File: src/rtl/serial_subtractor.sv
// serial_subtractor: bit-serial LSB-first a - b over WIDTH cycles, IDLE/RUN/DONE FSM.
// Define SERIAL_SUB_ZERO_FLAG_EN to add a registered zero output.
module serial_subtractor #(
    parameter int WIDTH = 8
) (
    input  logic             clk,
    input  logic             rst,
    input  logic             start,
    input  logic [WIDTH-1:0] a,
    input  logic [WIDTH-1:0] b,
    output logic [WIDTH-1:0] diff,
    output logic             borrow_out,
    output logic             busy,
    output logic             done
`ifdef SERIAL_SUB_ZERO_FLAG_EN
    ,output logic            zero
`endif
);
    localparam int CW = $clog2(WIDTH);
    typedef enum logic [1:0] {IDLE, RUN, DONE} state_t;
    state_t state, state_next;
    logic [WIDTH-1:0] a_sh, b_sh, res, res_next;
    logic [CW-1:0] cnt;
    logic br, d, br_next, last, accept;
    always_comb begin
        d = a_sh[0] ^ b_sh[0] ^ br;
        br_next = (~a_sh[0] & b_sh[0]) | (~(a_sh[0] ^ b_sh[0]) & br);
        res_next = {d, res[WIDTH-1:1]};
        last = cnt == CW'(WIDTH - 1);
        accept = start && state != RUN;
        state_next = accept ? RUN : state == RUN ? (last ? DONE : RUN) : IDLE;
    end
    assign busy = state == RUN;
    assign done = state == DONE;
    always_ff @(posedge clk or posedge rst)
        if (rst) state <= IDLE;
        else state <= state_next;
    // results land only on the final RUN cycle, so diff holds the old value during RUN
    always_ff @(posedge clk or posedge rst) begin
        if (rst) begin
            a_sh <= '0;
            b_sh <= '0;
            res <= '0;
            br <= 1'b0;
            cnt <= '0;
            diff <= '0;
            borrow_out <= 1'b0;
`ifdef SERIAL_SUB_ZERO_FLAG_EN
            zero <= 1'b0;
`endif
        end else if (accept) begin
            a_sh <= a;
            b_sh <= b;
            res <= '0;
            br <= 1'b0;
            cnt <= '0;
        end else if (busy) begin
            a_sh <= a_sh >> 1;
            b_sh <= b_sh >> 1;
            res <= res_next;
            br <= br_next;
            cnt <= cnt + 1'b1;
            if (last) begin
                diff <= res_next;
                borrow_out <= br_next;
`ifdef SERIAL_SUB_ZERO_FLAG_EN
                zero <= res_next == '0;
`endif
            end
        end
    end
endmodule

File: config.mk
export PLATFORM = sky130hd
export DESIGN_NAME = serial_subtractor
export DESIGN_NICKNAME = d
export VERILOG_FILES = /design/src/rtl/serial_subtractor.sv
export SDC_FILE = /design/constraint.sdc
export NUM_CORES = 1
export LEC_CHECK = 0
export CAP_MARGIN = 20
export CORE_UTILIZATION = 46
export CTS_CLUSTER_SIZE = 12
export DETAILED_ROUTE_END_ITERATION = 16
export PLACE_DENSITY_LB_ADDON = 0.1
export SLEW_MARGIN = 25
export SYNTH_ARGS = -nofsm -noshare
export SYNTH_HDL_FRONTEND = slang
export SYNTH_SLANG_ARGS = --single-unit
File: constraint.sdc
create_clock -name clk -period 1.8 [get_ports clk]
set_input_delay 0.36 -clock clk [delete_from_list [all_inputs] [get_ports clk]]
set_output_delay 0.36 -clock clk [all_outputs]
set_load 0.02 [all_outputs]
# Word level (Yosys, flattened, before mapping)
# Index checks and enable logic that the tools add are counted.
[op_classes]
addsub = 1
n_eq_ne = 4
mux = 13
bitwise_logic = 8
n_reduce_logical = 3
[ops]
columns = ["op", "count"]
rows = [
  ["8-bit two-way mux", 6],
  ["2-bit two-way mux", 3],
  ["3-bit two-way mux", 2],
  ["3-bit by 1-bit adder with 3-bit output (second input constant)", 1],
  ["3-bit equality test (second input constant)", 1],
  ["1-bit NOT", 3],
  ["3-bit AND reduction", 1],
  ["1-bit AND", 2],
  ["2-bit by 1-bit equality test with 1-bit output (second input constant)", 1],
  ["2-bit equality test (second input constant)", 1],
  ["1-bit two-way mux", 2],
  ["2-bit by 1-bit != test with 1-bit output (second input constant)", 1],
  ["2-bit nonzero test", 1],
  ["1-bit XOR", 2],
  ["1-bit logical AND", 1],
  ["1-bit OR", 1],
]
[word_totals]
ff_bits = 39
output_inout_bits = 11

# Depth between registers and ports, before layout
[depth]
depth_word = 6
ltp_mapped = 5
depth_no_buf = 4

# Worst setup path before layout
# No wires, ideal clock.
[synth_timing]
path_kind = "reg2reg"
start = "reg cnt[0]"
end = "reg diff[0]"
setup_time_ns = 0.125
t_arrival_ns = 1.368
required_ns = 1.675
slack_ns = 0.307
path_stages_with_launch = 6
n_path_buf = 1
synth_period_minus_slack_ns = 1.493
cell_sequence = "dfrtp_1 ha_1 ha_1 nand3b_1 buf_2 mux2_2"
[synth_between]
elab_chain_cells = 2
[synth_lines]
columns = ["element", "line", "source"]
rows = [
  ["from (decl)", "23", "logic [CW-1:0] cnt;"],
  ["from (signal assigned)", "62", "cnt <= cnt + 1'b1;"],
  ["3-bit equality test", "29", "last = cnt == CW'(WIDTH - 1);"],
  ["3-bit AND reduction (no line)", "--", ""],
  ["to (signal assigned)", "64", "diff <= res_next;"],
  ["to (decl)", "11", "output logic [WIDTH-1:0] diff,"],
]
# No other way between the ends.
# A chain may end at the register's enable or synchronous reset.

# Worst setup path after layout
[layout_timing]
start = "reg state[1]"
end = "out busy"
[layout_between]
elab_chain_cells = 1
[layout_lines]
columns = ["element", "line", "source"]
rows = [
  ["from (decl)", "21", "state_t state, state_next;"],
  ["from (signal assigned)", "37", "else state <= state_next;"],
  ["2-bit by 1-bit equality test with 1-bit output", "33", "assign busy = state == RUN;"],
  ["to (decl)", "13", "output logic busy,"],
]
# No other way between the ends.

==> results.tsv <==
metric	value	unit
Layout Cell Area excl Fill	2260	µm²
Period minus WS final	1.64	ns
register area share after synthesis	0.531	
area of the multi-input gates	754	µm²
floorplan row count	22	
wirelength, routed	2750	µm
min setup slack post-route	0.161	ns
violation count after the first detailed-routing iteration	83	
power share of the clock group	0.177	
post-route fraction of the period consumed by the critical path	0.911	
Final setup violation count	0	
synthesized instance count	121	
main combinational cell family by area after synthesis	multiplexers	
path depth of the worst reg2reg path	5	
Congestion Overflow GR	0	
number of global-route vias before repair	1102	
post-detailed-placement half-perimeter wirelength	1870	µm
number of synthesized flops with an enable pin	0	
worst hold margin	0.427	ns
area of the mapped netlist	1790	µm²
clock tree root driver cell	sky130_fd_sc_hd__clkbuf_8	
initial core utilization	0.486	
FF-to-FF setup slack	0.18	ns
net count after synthesis	143	
mean cell area of the mapped netlist	14.8	µm²
TritonCTS clock tree	done	
Die H	64.4	µm
Netlist cell types	16	
required arrival time at the worst endpoint	1.44	ns
Total GRT Usage	0.158	
number of antenna violations at the first check in global routing	0	
maximum clock rate	610	MHz
number of hold-repair buffers added at the cts stage	0	
transition at the pin with the smallest max-transition slack	0.363	ns
slowest stage cell, crit path	sky130_fd_sc_hd__dfrtp_1	
CTS sink cnt	38	
number of max-slew violations in the final report	0	
internal portion of total power	2.38	mW
clock skew	0.00346	ns
Num CTS Buffers	5	
Primary FF master, synth	sky130_fd_sc_hd__dfrtp_1	
Seq. cell area	951	µm²
post-synthesis share of cell area spent on xor and xnor gates	0	
Via Count	1005	
Longest Clk Path Bufs	2	
Data arrival, critical path	1.28	ns
Final Net Count	177	
Synth Area in Compound Gates	0.00419	
first-pass GRT wire length	4910	µm
number of warnings issued by yosys	0	
count of port buffers added during placement	29	
share of synthesized registers carrying an async set or reset	1.00	
routed wire length per instance	13.5	µm
post-CTS sizing	2	
Critical Path, Cell by Cell	nand2b_1, inv_1, dlygate4sd2_1	
Post-Synth Simple-Gate Area	0.0559	
leading area contributor after synthesis	sky130_fd_sc_hd__dfrtp_1	
number of buffer and inverter instances along the worst setup path	2	
Die X	64.4	µm
leading post-synthesis cells by cell area	sky130_fd_sc_hd__dfrtp_1 53%, sky130_fd_sc_hd__mux2_2 21%, sky130_fd_sc_hd__mux2_4 10%	
H-tree lvl count	2	
pin count of the biggest net entering global routing	39	
static leakage	1.06	nW
post-detailed-route count of antenna-violating nets	0	
share of total power in combinational logic	0.413	
RSZ-0062 raised after global routing	no	
sort of element at the end of the critical path	output port	
placer's final routability congestion estimate	0.681	
Top delay family on crit path	buffers and inverters	
flop and latch count out of synthesis	38	
P&R area growth vs syn	26.0	%
clk slew on worst S/H paths	0.07	ns
switch share	0.303	
fillers	320	
proportion of layout cells with a drive suffix above 1	0.372	
run status	completed	
net switching power	1.03	mW
Critical R2R Launch	cnt[0]	
clock latency on the worst-skew pair	0.28	ns
fraction of the mapped netlist area in adder cells	0.0251	
Core Region	3690	µm²
Setup Slack @ Placement	0.00726	ns
multiplexer fraction of the synthesized cell area	0.336	
setup_tns	0	ns
sequential share of power	0.411	
detailed-router iteration count before antenna repair	4	
top fanout value on the critical path	4	
Setup Buffers After CTS	0	
startpoint class of the critical path	register	
number of primary I/O pins	30	
diode insertion count for antenna repair	0	
count leader, synth	sky130_fd_sc_hd__dfrtp_1	
top cell type's share of synthesized area	0.531	
Fin. Hold Viols	0	
detailed-route DRC error count	0	
kind of critical path	reg2out	
ratio of total power to cell area	1510	nW/µm²
path class of the lowest-slack min-delay path	in2async	
Post-synth top cells	38 x sky130_fd_sc_hd__dfrtp_1, 33 x sky130_fd_sc_hd__mux2_2, 12 x sky130_fd_sc_hd__mux2_4	
Max transition margin	0.758	
reg-to-reg critical path endpoint	diff[1]	
maxcap violations	0	
number of vias per cell	4.93	
Total Die Area	4150	µm²
placed instance area	2170	µm²
IR Drop Worst-Case VDD	0.000859	V
stage delay of the slowest cell on the critical path	0.38	ns
sequential cells by signal, summed over array words and instances (netlist names):
register    cells
b_sh            8
br              1
a_sh            8
state           2
borrow_out      1
cnt             3
res             7
diff            8
cell families after synthesis:
group | after synthesis
flops | 38
compound gates | 1
fa+ha+maj | 3
buf+inv | 13
mux | 50
simple gates | 16
layout by cell type, fill, tap and decap left out, types with 2 or more instances in the layout:
cell	Yosys	routed
sky130_fd_sc_hd__nor2_1	2	2
sky130_fd_sc_hd__nand2b_1	3	3
sky130_fd_sc_hd__clkdlybuf4s50_1	0	27
sky130_fd_sc_hd__dlygate4sd2_1	0	2
sky130_fd_sc_hd__buf_12	0	4
sky130_fd_sc_hd__dfrtp_1	38	38
sky130_fd_sc_hd__nor2b_1	7	7
sky130_fd_sc_hd__and2b_1	3	3
sky130_fd_sc_hd__mux2_4	12	12
sky130_fd_sc_hd__mux2_2	33	33
sky130_fd_sc_hd__clkbuf_8	0	6
sky130_fd_sc_hd__mux2i_1	5	5
sky130_fd_sc_hd__ha_1	2	2
sky130_fd_sc_hd__inv_1	6	6
layout make-up:
class                           count  area share
Timing Repair Buffer               34       0.166
Sequential cell                    38       0.421
Inverter                            6     0.00997
Multi-Input combinational cell     70       0.334
Tap cell                           48      0.0266
Clock buffer                        6      0.0366
Clock inverter                      2     0.00554
worst register-to-register path, delay by kind of cell (launching register included):
family	cells	cell delay, ns
muxes	1	0.33
adders and majority gates	2	0.39
DFF	1	0.40
and+or+nand+nor	1	0.22
buffers and inverters	1	0.17
per-stage QoR:
stage / util / power [mW] / cells
after global placement: 0.587 / 2.80 / 196
after CTS: 0.612 / 3.47 / 204
after global routing: 0.612 / 3.64 / 204
after floorplan: - / 2.44 / 121
after detailed placement: 0.587 / 2.86 / 196
final: 0.612 / 3.41 / 204
worst max path at each step:
stage | startpoint | to | slack [ns] | cells past startpoint
after detailed placement | start | a_sh[6] | 0.007 | 4
final | state[1] | busy | 0.16 | 3
after global routing | state[1] | busy | 0.07 | 3
after CTS | state[1] | busy | 0.14 | 3
after global placement | start | b_sh[2] | 0.05 | 4
after floorplan | cnt[0] | diff[0] | 0.31 | 5
layer usage:
metal	share of wire	track usage
met1	0.47	0.193
met2	0.49	0.263
met3	0.033	0.0370
met4	0.0084	0.0750
met5	0	0
power groups by stage:
stage / Clock, mW / Sequential (mW) / Combinational, mW
after floorplan: 0 / 1.48 / 0.959
after global placement: 0 / 1.40 / 1.40
after detailed placement: 0 / 1.42 / 1.44
after CTS: 0.631 / 1.40 / 1.43
after global routing: 0.652 / 1.45 / 1.54
final: 0.602 / 1.40 / 1.41
Power figures use the tool's default switching activity.
==> variant (same flow settings) <==
Build with the macro `SERIAL_SUB_ZERO_FLAG_EN` defined.
--- a/src/rtl/serial_subtractor.sv
+++ b/src/rtl/serial_subtractor.sv
@@ -2,2 +2,4 @@
 // Define SERIAL_SUB_ZERO_FLAG_EN to add a registered zero output.
+`define SERIAL_SUB_ZERO_FLAG_EN
+
 module serial_subtractor #(
Function (old outputs only; new: zero): kept (Yosys induction, for registers that start in step).
==> variant against the original RTL <==
Sequential cell count grew 1; power is 1.2% higher; synthesized cell count grew 26%; critical path depth is 2 lower; die area is 0.88% lower; design area shrank 3.9%; routed wire length increased by 4.9%; sequential power grew 8%; area after synthesis fell by 0.91%; worst setup slack better by 0.025 ns; final cell count up 13%; fmax grew 1.5%; largest power group is now sequential cells.
==> variant: results (changes against the original RTL) <==
result of the run=completed; number of global-route vias before repair=1,154 (+4.7%); multi-input gate count=99 (+41%); r2r setup slk=0.28 ns (+0.10 ns); reg2reg path depth=4 (-1); most frequent cells after synthesis=dfrtp_1, nand2_1, o21ai_0, mux2i_1, nand2b_1; clock network area share=3.75% (-0.46 points); Slowest Stage Delay on Critical Path=0.61 ns (+0.23 ns); met2 Usage GRT=28.3% (+2.0 points); static leakage power=1.03 nW (-3.0%); FF-to-FF End=zero$_DFFE_PP0P_; sequential cell count of the final layout=39 (+2.6%); final worst hold slack=0.417 ns (-0.0102 ns); number of clock-tree buffers in the layout=7 (+1); syn nets=174 (+22%); share of total power consumed by net switching=35.8% (+5.5 points); area used by multi-input combinational logic=693 um2 (-8.1%); met3 global-route usage=6.43% (+2.7 points); total routing usage reported by global routing=16.5% (+0.70 points); port buffer count=30 (+3.4%); clock tree skew after final layout=0.00379 ns (+0.000322 ns); Repair and plain buffers=33 (-2.9%); Non-clock buffering overhead=15.9% (-0.71 points); fill cell total of the finished layout=340 (+6.3%); maximum vdd ir drop=0.000630 V (-27%); count of nets after finishing=204 (+15%); dominant cells by area after synthesis=dfrtp_1, mux2i_1, o21ai_0; routability congestion estimate=0.702 (+3.1%); Least-Margin Pin Slew=0.427 ns (+0.0639 ns); count of routing violations after the opening detailed-route iteration=88 (+6.0%); via count=1,139 (+13%); post-synth cell types=21 (+5); detailed-routed wire length on met2=1430 um (+7.0%); M1 GR Usage=18.6% (-0.69 points); launch instance of the worst register-to-register path=a_sh[0]$_DFFE_PP0P_; wire per inst=12.5 um (-7.3%); arrival time at the worst endpoint=1.25 ns (-0.03 ns); fraction of layout instances using a drive strength above 1=11.5% (-26 points); inverter count of the layout excluding clock inverters=4 (-2); wire length of the first global-routing pass=5080 um (+3.5%); register area share after synthesis=55.0% (+1.9 points); Metal-1 WL=1270 um (-2.3%)
==> variant: what timing repair did <==
item                                    4_1_cts  5_1_grt
buffers inserted                              0        0
endpoints found under the setup margin        2        0
endpoints found under the hold margin         0        0
gates resized for setup                       2        0
==> variant: cells by family after synthesis <==
kind of cell             synth area share [%]
AO/OA/AOI/OAI                            7.47
adder cells (fa/ha/maj)                  2.54
buffers and inverters                    5.99
flip-flops                               55.0
multiplexers                             16.0
AND/OR/NAND/NOR                          13.0
==> variant: per-stage QoR <==
stage | instances | power, W | setup WS (ns) | area (um2)
final | 231 | 0.00345 | 0.186 | 2170
after global routing | 231 | 0.00375 | 0.103 | 2170
after CTS | 231 | 0.00351 | 0.168 | 2170
after detailed placement | 223 | 0.00296 | 0.230 | 2090
after global placement | 223 | 0.00290 | 0.239 | 2090
after floorplan | 152 | 0.00261 | 0.369 | 1780
==> variant: worst reg2reg max path, stage by stage (launching register included) <==
cell,delay (ns)
dfrtp_1,0.40
fa_1,0.53
nor4_1,0.29
nand2_1,0.07
o21ai_0,0.15
